`config.mk`:
```
export PLATFORM = sky130hd
export DESIGN_NAME = io_port_controller
export DESIGN_NICKNAME = d
export VERILOG_FILES = /design/src/rtl/io_port_controller_pkg.sv /design/src/rtl/io_fifo.sv /design/src/rtl/io_port_controller.sv
export SDC_FILE = /design/constraint.sdc
export NUM_CORES = 1
export LEC_CHECK = 0
export ABC_AREA = 0
export CAP_MARGIN = 20
export CORE_MARGIN = 1.5
export CORE_UTILIZATION = 48
export CTS_CLUSTER_SIZE = 28
export DETAILED_ROUTE_END_ITERATION = 12
export PLACE_DENSITY = 0.87
export SLEW_MARGIN = 20
export SYNTH_ARGS = -nofsm -noshare
export SYNTH_HDL_FRONTEND = slang
export SYNTH_SLANG_ARGS = --single-unit
```
`constraint.sdc`:
```
create_clock -name clk -period 2.2 [get_ports clk]
set_clock_uncertainty 0.15 [all_clocks]
set_input_delay 0.55 -clock clk [delete_from_list [all_inputs] [get_ports clk]]
set_output_delay 0.55 -clock clk [all_outputs]
set_load 0.005 [all_outputs]
```
`src/rtl/io_port_controller_pkg.sv`:
```
// Shared constants for the memory-mapped I/O port controller: port address,
// default FIFO depth and data word width.
package io_port_controller_pkg;

  localparam logic [15:0] IO_ADDR       = 16'h0000;
  localparam int          DEFAULT_DEPTH = 4;
  localparam int          DATA_WIDTH    = 16;

  function automatic logic is_io_addr(input logic [15:0] addr);
    return addr == IO_ADDR;
  endfunction

endpackage

```
`src/rtl/io_fifo.sv`:
```
// Synchronous first-word-fall-through FIFO: head is read straight from storage
// while non-empty. Push on full and pop on empty are ignored.
import io_port_controller_pkg::*;

module io_fifo #(
  parameter int DEPTH = DEFAULT_DEPTH,
  parameter int WIDTH = DATA_WIDTH
) (
  input  logic             clk,
  input  logic             rst_n,
  input  logic             push,
  input  logic             pop,
  input  logic [WIDTH-1:0] din,
  output logic [WIDTH-1:0] head,
  output logic             full,
  output logic             empty
);

  localparam int PW = $clog2(DEPTH);
  localparam int CW = PW + 1;

  logic [WIDTH-1:0] mem [DEPTH];
  logic [PW-1:0]    wr_ptr;
  logic [PW-1:0]    rd_ptr;
  logic [CW-1:0]    count;
  logic             do_push;
  logic             do_pop;

  assign full    = (count == CW'(DEPTH));
  assign empty   = (count == '0);
  assign do_push = push & ~full;
  assign do_pop  = pop & ~empty;
  assign head    = mem[rd_ptr];

  // Pointers wrap naturally because DEPTH is a power of two.
  always_ff @(posedge clk or negedge rst_n) begin
    if (!rst_n) begin
      wr_ptr <= '0;
      rd_ptr <= '0;
      count  <= '0;
    end else begin
      if (do_push) wr_ptr <= wr_ptr + 1'b1;
      if (do_pop)  rd_ptr <= rd_ptr + 1'b1;
      case ({do_push, do_pop})
        2'b10:   count <= count + 1'b1;
        2'b01:   count <= count - 1'b1;
        default: count <= count;
      endcase
    end
  end

  always_ff @(posedge clk) begin
    if (do_push) mem[wr_ptr] <= din;
  end

endmodule

```
`src/rtl/io_port_controller.sv`:
```
// Buffered I/O port at the memory-mapped I/O address: CPU stores feed a tx FIFO,
// CPU loads drain an rx FIFO. Optional feature macro: IO_STALL_EN.
import io_port_controller_pkg::*;

module io_port_controller #(
  parameter int DEPTH = DEFAULT_DEPTH,
  parameter int WIDTH = DATA_WIDTH
) (
  input  logic             clk,
  input  logic             rst_n,
  input  logic [15:0]      cpu_addr,
  input  logic [15:0]      cpu_data,
  input  logic             cpu_we,
  input  logic             cpu_re,
  output logic [15:0]      cpu_rdata,
  output logic             stall,
  output logic [WIDTH-1:0] tx_data,
  output logic             tx_valid,
  input  logic             tx_ready,
  input  logic [WIDTH-1:0] rx_data,
  input  logic             rx_valid,
  output logic             rx_ready,
  output logic             ovf,
  output logic             unf
);

  logic             io_hit;
  logic             tx_full, tx_empty, tx_push, tx_pop;
  logic             rx_full, rx_empty, rx_push, rx_pop;
  logic [WIDTH-1:0] rx_head;

  assign io_hit  = is_io_addr(cpu_addr);
  assign tx_push = cpu_we & io_hit & ~tx_full;
  assign rx_pop  = cpu_re & io_hit & ~rx_empty;

  // External ports: a word moves on a rising edge where valid & ready are both
  // high. tx_valid and rx_ready come only from registered FIFO counts, so
  // neither depends combinationally on the partner's ready/valid.
  assign tx_valid = ~tx_empty;
  assign rx_ready = ~rx_full;
  assign tx_pop   = tx_valid & tx_ready;
  assign rx_push  = rx_valid & rx_ready;

  assign cpu_rdata = rx_empty ? 16'h0000 : rx_head;

  io_fifo #(.DEPTH(DEPTH), .WIDTH(WIDTH)) u_tx_fifo (
    .clk   (clk),
    .rst_n (rst_n),
    .push  (tx_push),
    .pop   (tx_pop),
    .din   (cpu_data),
    .head  (tx_data),
    .full  (tx_full),
    .empty (tx_empty)
  );

  io_fifo #(.DEPTH(DEPTH), .WIDTH(WIDTH)) u_rx_fifo (
    .clk   (clk),
    .rst_n (rst_n),
    .push  (rx_push),
    .pop   (rx_pop),
    .din   (rx_data),
    .head  (rx_head),
    .full  (rx_full),
    .empty (rx_empty)
  );

`ifdef IO_STALL_EN
  // The CPU retries a blocked access, so nothing is ever lost.
  assign stall = io_hit & ((cpu_we & tx_full) | (cpu_re & rx_empty));
  assign ovf   = 1'b0;
  assign unf   = 1'b0;
`else
  assign stall = 1'b0;

  always_ff @(posedge clk or negedge rst_n) begin
    if (!rst_n) begin
      ovf <= 1'b0;
      unf <= 1'b0;
    end else begin
      if (cpu_we & io_hit & tx_full)  ovf <= 1'b1;
      if (cpu_re & io_hit & rx_empty) unf <= 1'b1;
    end
  end
`endif

endmodule

```
; ---- Word-level counts from Yosys, hierarchy flattened
; Memory sizes are Yosys's and may differ from the RTL's.
; Cells that the tools add are included.
[word_totals]
mem_count = 2
out_inout_bits = 37
ram_bits = 128
word_cells = 52
register_bits = 16
inputBits = 54
[op_classes]
n_addsub = 8
bitwise_logic = 16
n_reduce_logical = 5
n_mux = 7
eq_ne = 6
[mem_list]
columns = memory, depth, word_bits, rd, rd_clocked_by_memory_dff, write_ports, line
row1 = u_rx_fifo.mem, 4, 16, 1, 0, 1, io_fifo.sv:22  ; logic [WIDTH-1:0] mem [DEPTH];
row2 = u_tx_fifo.mem, 4, 16, 1, 0, 1, io_fifo.sv:22
[op_table]
columns = operator, n
row1 = zero test 16 bit, 1
row2 = 2-to-1 mux 16 bit, 1
row3 = AND 1 bit, 12
row4 = one-hot mux 3 bit (2 select lines), 2
row5 = "adder 2 x 1 -> 2 bit, second input constant", 4
row6 = "adder 3 x 1 -> 3 bit, second input constant", 2
row7 = "== test 3 bit, second input constant", 2
row8 = zero test 3 bit, 2
row9 = "subtractor 3 x 1 -> 3 bit, second input constant", 2
row10 = "== test 2 x 1 -> 1 bit, second input constant", 2
row11 = "== test 2 bit, second input constant", 2
row12 = 2-to-1 mux 1 bit, 4
row13 = NOT 1 bit, 4
row14 = nonzero test 2 bit, 2

; ---- Logic depth before layout (Yosys ltp)
[logic_depth]
word_depth = 6
mapped_depth = 11
ltp_nobuf = 10

; ---- Hierarchy
; From an unflattened synthesis, not the netlist that was laid out.
[unflattened]
hier_cells = 277
area_unflattened_um2 = 5861.9
[modules_own_cells]
columns = module, seq_area_each_um2, cells_per_inst, area_per_inst_um2, instances
row1 = io_fifo, 2097.0, 121, 2775.2, 2
row2 = io_port_controller, 50.0, 35, 311.5, 1

; ---- Worst setup path before layout
; Ideal clock, no wire load.
[synth_path]
path_kind = in2reg
startpoint = input cpu_addr[10]
endpoint = register u_rx_fifo.count[2]
required_ns = 1.971
setup_slack_ns = -0.249
path_stages = 9
n_path_buf = 0
arrival_time_ns = 2.220
setup_time_ns = 0.079
cell_sequence = nor4_1 -> and4_4 -> and3_2 -> ha_1 -> inv_1 -> fa_1 -> xor2_1 -> nor2_1 -> xor2_1
[synth_via]
elab_chain_cells = 6
word_cells_on_any_way = 8
cone_classes = 2 x eq/ne / 1 x mux / 3 x bitwise / 2 x reduce/logical
[synth_lines]
columns = item, line
row1 = start: declaration, io_port_controller.sv:11  ; input logic [15:0] cpu_addr,
row2 = zero test 16 bit (*), io_port_controller_pkg.sv:10  ; return addr == IO_ADDR;
row3 = AND 1 bit (*) (2 in a row), io_port_controller.sv:34  ; assign rx_pop = cpu_re & io_hit & ~rx_empty;
row4 = AND 1 bit (*), io_fifo.sv:32  ; assign do_pop = pop & ~empty;
row5 = named net u_rx_fifo.do_pop, io_fifo.sv:27  ; logic do_pop;
row6 = == test 2 x 1 -> 1 bit / == test 2 bit (equally long branches), io_fifo.sv:44  ; case ({do_push, do_pop})
row7 = one-hot mux 3 bit (2 select lines) / nonzero test 2 bit (equally long branches), n/a
row8 = end signal: assignment, io_fifo.sv:45  ; 2'b10: count <= count + 1'b1;
row9 = end signal: assignment, io_fifo.sv:46  ; 2'b01: count <= count - 1'b1;
row10 = end signal: assignment, io_fifo.sv:47  ; default: count <= count;
row11 = end: declaration, io_fifo.sv:25  ; logic [CW-1:0] count;
; The timed path passes the listed nets; every way through them passes the cells marked *.
; A chain may end at the register's enable or synchronous reset.

; ---- Worst setup path in the final report
[layout_path]
startpoint = register u_rx_fifo.rd_ptr[0]
endpoint = output cpu_rdata[1]
[layout_via]
elab_chain_cells = 2
[layout_lines]
columns = item, line
row1 = start: declaration, io_fifo.sv:24  ; logic [PW-1:0] rd_ptr;
row2 = start signal: assignment, io_fifo.sv:43  ; if (do_pop) rd_ptr <= rd_ptr + 1'b1;
row3 = memory (4 x 16 bit), n/a
row4 = 2-to-1 mux 16 bit, io_port_controller.sv:44  ; assign cpu_rdata = rx_empty ? 16'h0000 : rx_head;
row5 = end: declaration, io_port_controller.sv:15  ; output logic [15:0] cpu_rdata,
; Every way passes these cells.

==> results.ini <==
[pwr]
leakagePower_nw=2.99
vdd_drop_max_uv=943
power.density_nw_per_um2=1080
finalPower_mw=8.71

[setup_path]
crit_arrival_ns=1.88
worstSetupPathType=flop to primary output
crit_path_end_kind=primary output
start_kind=flop
crit_path_top_delay_cell=mux4_2
slowest_delay_ns=0.49
required_ns=1.50
crit_chain=buf_6, buf_4, mux4_2, and2_4, buf_2
worstPathMaxFanout=5

[routing]
vias=3074
viasPerCell=5.18
drc_errors=9
totalWireLength_mm=11.2
dr.pass1.iters=8
ant_nets=0
drt_iter0_drc=233
avgRoutedWirePerCell_um=18.8

[yosys]
synthesis.instances=275
synthesis.area_um2=5700
avgSynthCellArea_um2=20.7
yosysWarnings=0
synthesis.nets=341
synth_cell_types=31
synth_seq_cells=144
yosysSeqAreaShare_pct=74.5

[sta]
fmax_ghz=0.388
layout_setup_ws_ns=-0.378
post-route-period-util_pct=117
slew_viol_final=0
timing.hold.ws_ns=0.302
finalCriticalPeriod_ns=2.58
rsz0062_at_grt=true
finalSetupTns_ns=-9.17
setup_viol=32
finalHoldViolCount=0

[clock_network]
insertion_delay_ns=0.42
cts_num_sinks=144
htree_levels=4
cts.clk_slew.worst_paths_ns=0.06
clock-root-buffer=clkbuf_16
hold_buffers=0
cts_tree=done
numCtsBuffers=17
clock_path_buffers=2

[grt]
grt_pass1_vias=3421
grt_usage_pct=19.4
overflow=0
grt_max_degree=19
antenna_found_initial=0
grt_pass1_wl_mm=17.7

[placement]
dp_slack_ns=-0.730
hpwl_mm=6.78
place_congestion=0.734
io_buffers=89

[cells_and_area]
drive_above_1_share_pct=47.9
area_growth_pct=41.7
fillers=693
final_util_pct=70.1
nNetsFinal=504
diodes=0

[floorplanning]
coreArea_um2=11500
initial_core_util_pct=49.5
rows=39
die_area_um2=12500
io_pins=91
die_h_um=112
fp.dieW_um=112

[run_status]
status=complete, but fails checks
violations=design-rule violations, negative setup slack

[run]
drv_cap=0

[hold_path]
hp-class=input pin to async pin

-- power by group --
group          internal [mW]  switching [mW]
logic                   1.50            1.00
clock network           1.66            1.06
registers               3.34           0.149
-- layer usage --
layer	wire, µm	GRT usage (%)
met5	0	0
met2	6100	33.9
met4	146	7.76
met1	4360	22.9
met3	559	5.61
-- final cells by class --
| cell class | count | area, µm² | share of cell area [%] |
|---|---|---|---|
| clock buffer | 18 | 429 | 5.32 |
| timing repair buffer | 156 | 1550 | 19.3 |
| multi-input combinational | 107 | 1480 | 18.3 |
| tap | 143 | 179 | 2.22 |
| clock inverter | 14 | 139 | 1.72 |
| inverter | 12 | 47.5 | 0.589 |
| sequential | 144 | 4250 | 52.6 |
-- cells by family (layout without fill, tap and decap cells) --
family	Yosys count	in the layout	synth area share [%]
AOI/OAI and AO/OA	3	3	0.417
xor gates and xnor gates	12	12	1.84
muxes	35	35	13.3
other	1	1	0.0658
DFF	144	144	74.5
adders and majority gates	12	12	2.90
and+or+nand+nor	44	44	4.81
buffers and inverters	24	200	2.20
-- cells in the mapped netlist (all sizes together) --
cell | number | share of area, %
dfrtp | 16 | 7.0
and3 | 6 | 0.68
nor2 | 3 | 0.20
o21bai | 1 | 0.13
or3 | 2 | 0.22
conb | 1 | 0.066
and4 | 1 | 0.20
xnor2 | 6 | 0.92
fa | 2 | 0.70
ha | 10 | 2.2
and2 | 22 | 2.5
mux2i | 1 | 0.18
nor4 | 4 | 0.55
nand3 | 1 | 0.088
edfxtp | 128 | 67
nand2 | 4 | 0.26
xor2 | 6 | 0.92
buf | 9 | 1.2
clkbuf | 3 | 0.20
mux2 | 2 | 0.46
mux4 | 32 | 13
a41o | 1 | 0.20
nand4 | 1 | 0.11
o21ai | 1 | 0.088
inv | 12 | 0.79
-- repair_timing --
| action | in CTS | in global routing |
|---|---|---|
| gates resized for setup | 225 | 33 |
| buffers inserted | 32 | 5 |
| pin swaps | 28 | 16 |
| endpoints found under the setup margin | 102 | 35 |
| gates cloned | 2 | 0 |
-- state kept, by name, indices dropped and copies added (netlist names) --
signal / cells
u_rx_fifo.mem: 64
u_tx_fifo.mem: 64
u_rx_fifo.count: 3
u_tx_fifo.count: 3
u_rx_fifo.rd_ptr: 2
u_rx_fifo.wr_ptr: 2
u_tx_fifo.rd_ptr: 2
u_tx_fifo.wr_ptr: 2
ovf: 1
unf: 1
-- critical path: cells and delay by family (launching register included) --
kind	cells	cell delay (ns)
buf+inv	3	0.38
simple gates	1	0.15
flops	1	0.44
mux	1	0.49
-- stage by stage --
stage          cell area, µm²  cells
6_report                 8070    594
2_1_floorplan            5780    275
3_3_place_gp             7150    526
3_5_place_dp             7150    526
5_1_grt                  8070    594
4_1_cts                  7990    591
-- placed cells by master, fill, tap and decap left out, types with 5 or more instances in the layout --
master / count
clkbuf_16: 19
and2_1: 5
buf_2: 29
buf_12: 13
xnor2_1: 6
dfrtp_1: 14
and2_4: 13
mux4_2: 32
ha_1: 8
inv_1: 7
edfxtp_1: 128
buf_4: 28
buf_6: 40
xor2_1: 6
clkdlybuf4s50_1: 39
-- worst paths after layout --
kind	endpoint	startpoint	cells after the start	slack, ns
max	cpu_rdata[1]	u_rx_fifo.rd_ptr[0]	5	-0.38
min	unf	rst_n	2	0.30
max reg2reg	u_rx_fifo.count[2]	u_rx_fifo.count[2]	9	0.03
min reg2reg	ovf	ovf	1	0.34
max in group asynchronous	u_tx_fifo.rd_ptr[0]	rst_n	2	1.39
min in group clk	ovf	ovf	1	0.34
Note: power is estimated with default switching activity, not from simulation.
==> RTL change 1: new RTL, same flow settings <==
Change the package constant `DEFAULT_DEPTH` from 4 to 2.
--- a/src/rtl/io_port_controller_pkg.sv
+++ b/src/rtl/io_port_controller_pkg.sv
@@ -3,7 +3,7 @@
 package io_port_controller_pkg;
 
   localparam logic [15:0] IO_ADDR       = 16'h0000;
-  localparam int          DEFAULT_DEPTH = 4;
+  localparam int          DEFAULT_DEPTH = 2;
   localparam int          DATA_WIDTH    = 16;
 
   function automatic logic is_io_addr(input logic [15:0] addr);
Behaviour: not the same (a bounded check fails within 4 cycles, from zero or initial values and one cycle with rst_n low).
==> RTL change 1 against the original RTL <==
- the run ends with setup timing left
- wire length shrank 47%
- die area shrank 48%
- total power shrank 52%
- sequential cell count shrank 70
- maximum frequency grew 15%
- non-clock buffer count shrank 42
- synthesized area shrank 49%
- via count shrank 41%
- worst setup slack gained 0.33 ns
- worst hold slack gained 0.031 ns
- global-route usage shrank 0.073 points
- combinational power shrank 44%
- final area shrank 46%
- cell count shrank 39%
==> RTL change 1: results (changes against the original RTL) <==
* Syn Nets at 220 (was 341)
* Maximum fanout along the worst path at 6 (was 5)
* Destination of the critical timing path: tx_data[0] (was cpu_rdata[1])
* Deepest level of the CTS H-tree at 3 (was 4)
* Reg-to-reg startpoint: u_rx_fifo.count[1] (was u_rx_fifo.count[2])
* Critical Path AT at 1.54 ns (was 1.88 ns)
* Status: complete, but fails checks (unchanged)
* Number of nets in the finished design at 339 (was 504)
* Highest-delay cell along the critical path: sky130_fd_sc_hd__dfrtp_2 (was sky130_fd_sc_hd__mux4_2)
* Cell internal pwr at 3.09 mW (was 6.50 mW)
* Unique cell type count in the Yosys netlist at 27 (was 31)
* Maximum VDD drop at 0.643 mV (was 0.943 mV)
* Vias in the first global route at 1877 (was 3421)
* Violations in the final reports: setup timing (was DRC, setup timing)
* Reg-to-reg slack, setup at 0.49 ns (was 0.03 ns)
* Proportion of synthesized flip-flops having asynchronous set or reset at 13.5% (was 11.1%)
* Crit Reg-Reg Endpoint: u_rx_fifo.count[1] (was u_rx_fifo.count[2])
* Clock network latency to the later pin of the worst-skew pair at 0.33 ns (was 0.42 ns)
* Setup Viol. Count Final at 2 (was 32)
* Pleak at 1.61 nW (was 2.99 nW)
* Worst path setup slack after routing at -0.0437 ns (was -0.378 ns)
* Hold/Removal Path Class: flop to flop (was primary input to asynchronous set/reset pin)
* Routability Congestion at 0.792 (was 0.734)
* Clock root buffer master: sky130_fd_sc_hd__clkbuf_8 (was sky130_fd_sc_hd__clkbuf_16)
* Clock buffer count from CTS at 9 (was 17)
* Worst Hold Slack at 0.333 ns (was 0.302 ns)
* Average wire per standard cell at 16.3 um (was 18.8 um)
==> RTL change 1: cell type report <==
type                    count  area, sq um
well taps                  75         93.8
flip-flops and latches     74         2170
clock inverters             4         42.5
repair buffers            114         1150
clock buffers              12          135
multi-input cells          82          728
fillers                   349         1510
inverters                   2         7.51
==> RTL change 1: per-stage QoR <==
step                utilization [%]  std cells
floorplan                         -        164
detailed placement             68.3        331
CTS                            73.4        360
global placement               68.3        331
finish                         74.1        363
global route                   74.1        363
==> RTL change 1: timing repair <==
item | in CTS | in global routing
endpoints found under the setup margin | 33 | 52
pin swaps | 1 | 8
setup buffers | 12 | 3
hold buffers | 0 | 0
resized for setup | 81 | 29
cloned | 1 | 0
==> RTL change 1: kinds of logic (layout without fill, tap and decap cells) <==
family                   Yosys count  after routing  share of synthesized area [%]
AND/OR/NAND/NOR                   35             35                           6.75
adder cells (fa/ha/maj)            2              2                          0.865
other                              1              1                          0.130
buffers and inverters              8            132                           1.43
multiplexers                      32             32                           11.8
XOR/XNOR                          10             10                           3.29
flip-flops                        74             74                           75.1
AO/OA/AOI/OAI                      2              2                          0.649
==> RTL change 1: worst min-delay path by stage <==
stage / startpoint / end / slack [ns] / cells after the start
finish: ovf / ovf / 0.33 / 1
detailed placement: ovf / ovf / 0.32 / 1
global placement: ovf / ovf / 0.30 / 1
floorplan: rst_n / ovf / 0.10 / 0
CTS: ovf / ovf / 0.33 / 1
global route: ovf / ovf / 0.37 / 1
==> RTL change 1: metal layers <==
| layer | share of wire [%] | up-vias |
|---|---|---|
| met1 | 38 | 882 |
| met2 | 56 | 68 |
| met4 | 1.9 | 0 |
| met5 | 0 | - |
| li1 | - | 849 |
| met3 | 4.6 | 11 |
==> RTL change 2: new RTL, config.mk and constraints unchanged <==
Made on the original files. Reset style: synchronous (`rst_n`), changed in 2 clocked blocks.
--- a/src/rtl/io_fifo.sv
+++ b/src/rtl/io_fifo.sv
@@ -33,7 +33,7 @@
   assign head    = mem[rd_ptr];
 
   // Pointers wrap naturally because DEPTH is a power of two.
-  always_ff @(posedge clk or negedge rst_n) begin
+  always_ff @(posedge clk) begin
     if (!rst_n) begin
       wr_ptr <= '0;
       rd_ptr <= '0;
--- a/src/rtl/io_port_controller.sv
+++ b/src/rtl/io_port_controller.sv
@@ -73,7 +73,7 @@
 `else
   assign stall = 1'b0;
 
-  always_ff @(posedge clk or negedge rst_n) begin
+  always_ff @(posedge clk) begin
     if (!rst_n) begin
       ovf <= 1'b0;
       unf <= 1'b0;
Function: differs if rst_n is asserted again (counterexample within 4 cycles, from zero or initial values and one cycle with rst_n low); with rst_n held inactive, the same outputs for 10 cycles.
==> RTL change 2 against the original RTL <==
- the flow finishes with violations (setup timing)
- final area grew 2.1%
- worst setup slack gained 0.060 ns
- synthesized area rose by 2.5%
- sequential cell count increased by 4
- wire length up 4.8%
- synthesized cell count is 12% higher
- non-clock buffer count is 8 lower
- cell count grew 4.7%
- largest cell class unchanged
Power is not compared: it rests on default switching activity, and its combinational part moved more than twofold at a synthesized area within 25%.
==> RTL change 2: results (changes against the original RTL) <==
* Hold/Removal Path Class: flop to flop (was primary input to asynchronous set/reset pin)
* Vias in the first global route at 3549 (was 3421)
* Area of placed instances at 7310 sq um (was 7150 sq um)
* Number of nets in the finished design at 529 (was 504)
* Average wire per standard cell at 18.8 um (about the same)
* Top cells by instance count after synthesis: 128 x sky130_fd_sc_hd__edfxtp_1, 32 x sky130_fd_sc_hd__mux4_2, 20 x sky130_fd_sc_hd__dfxtp_1 (was 128 x sky130_fd_sc_hd__edfxtp_1, 32 x sky130_fd_sc_hd__mux4_2, 18 x sky130_fd_sc_hd__and2_1)
* Ratio of cells with drive above 1 in the final layout at 43.8% (was 47.9%)
* GR met2 Demand/Resource at 34.2% (was 33.9%)
* Worst Hold Slack at 0.329 ns (was 0.302 ns)
* Overall power at 6.66 mW
* Setup Viol. Count Final at 34 (was 32)
* Status: complete, but fails checks (unchanged)
* HPWL Detailed at 7160 um (was 6780 um)
* Reg-to-reg slack, setup at -0.09 ns (was 0.03 ns)
* Global router's overall resource usage at 18.6% (was 19.4%)
* Detailed-routing iteration count for the pre-antenna-repair pass at 4 (was 8)
* Critical Path AT at 1.82 ns (was 1.88 ns)
* Routed metal-1 wire length at 4630 um (was 4360 um)
* Met3 routed WL at 558 um (was 559 um)
* Number of DRC markers in iteration 0 at 175 (was 233)
* Violations in the final reports: setup timing (was DRC, setup timing)
* Proportion of synthesized flip-flops having asynchronous set or reset at 0% (was 11.1%)
* Met2 WL at 6320 um (was 6100 um)
* Worst path setup slack after routing at -0.318 ns (was -0.378 ns)
* Average instance area after synthesis at 18.9 sq um (was 20.7 sq um)
* Routability Congestion at 0.761 (was 0.734)
* Setup TNS at -6.52 ns (was -9.17 ns)
* Destination of the critical timing path: cpu_rdata[12] (was cpu_rdata[1])
==> RTL change 2: what timing repair did <==
action	CTS	global route
buffers inserted	16	4
pin swaps	14	11
cloned	2	0
setup endpoints to repair	38	36
hold buffers	0	0
resized for setup	235	23
==> RTL change 2: power by group <==
part	switching (mW)	internal (mW)	total, mW
Combinational	0.205	0.239	0.445
Clock	1.08	2.01	3.08
Sequential	0.0191	3.11	3.13
Total	1.30	5.36	6.66
==> RTL change 2: cell families (layout without fill, tap and decap cells) <==
logic type      Yosys count  after routing  share of synthesized area (%)
compound gates           17             17                           1.59
mux                      33             33                           12.5
fa+ha+maj                12             12                           2.83
buf+inv                  28            194                           2.03
other cells               1              1                         0.0642
simple gates             63             63                           7.26
flops                   148            148                           72.7
xor+xnor                  7              7                           1.05
==> RTL change 2: area by class of cell <==
type	instances	share of cell area [%]
flip-flops and latches	148	51.6
inverters	15	0.714
multi-input cells	133	19.7
clock buffers	18	5.21
repair buffers	148	18.1
clock inverters	13	2.49
well taps	147	2.23
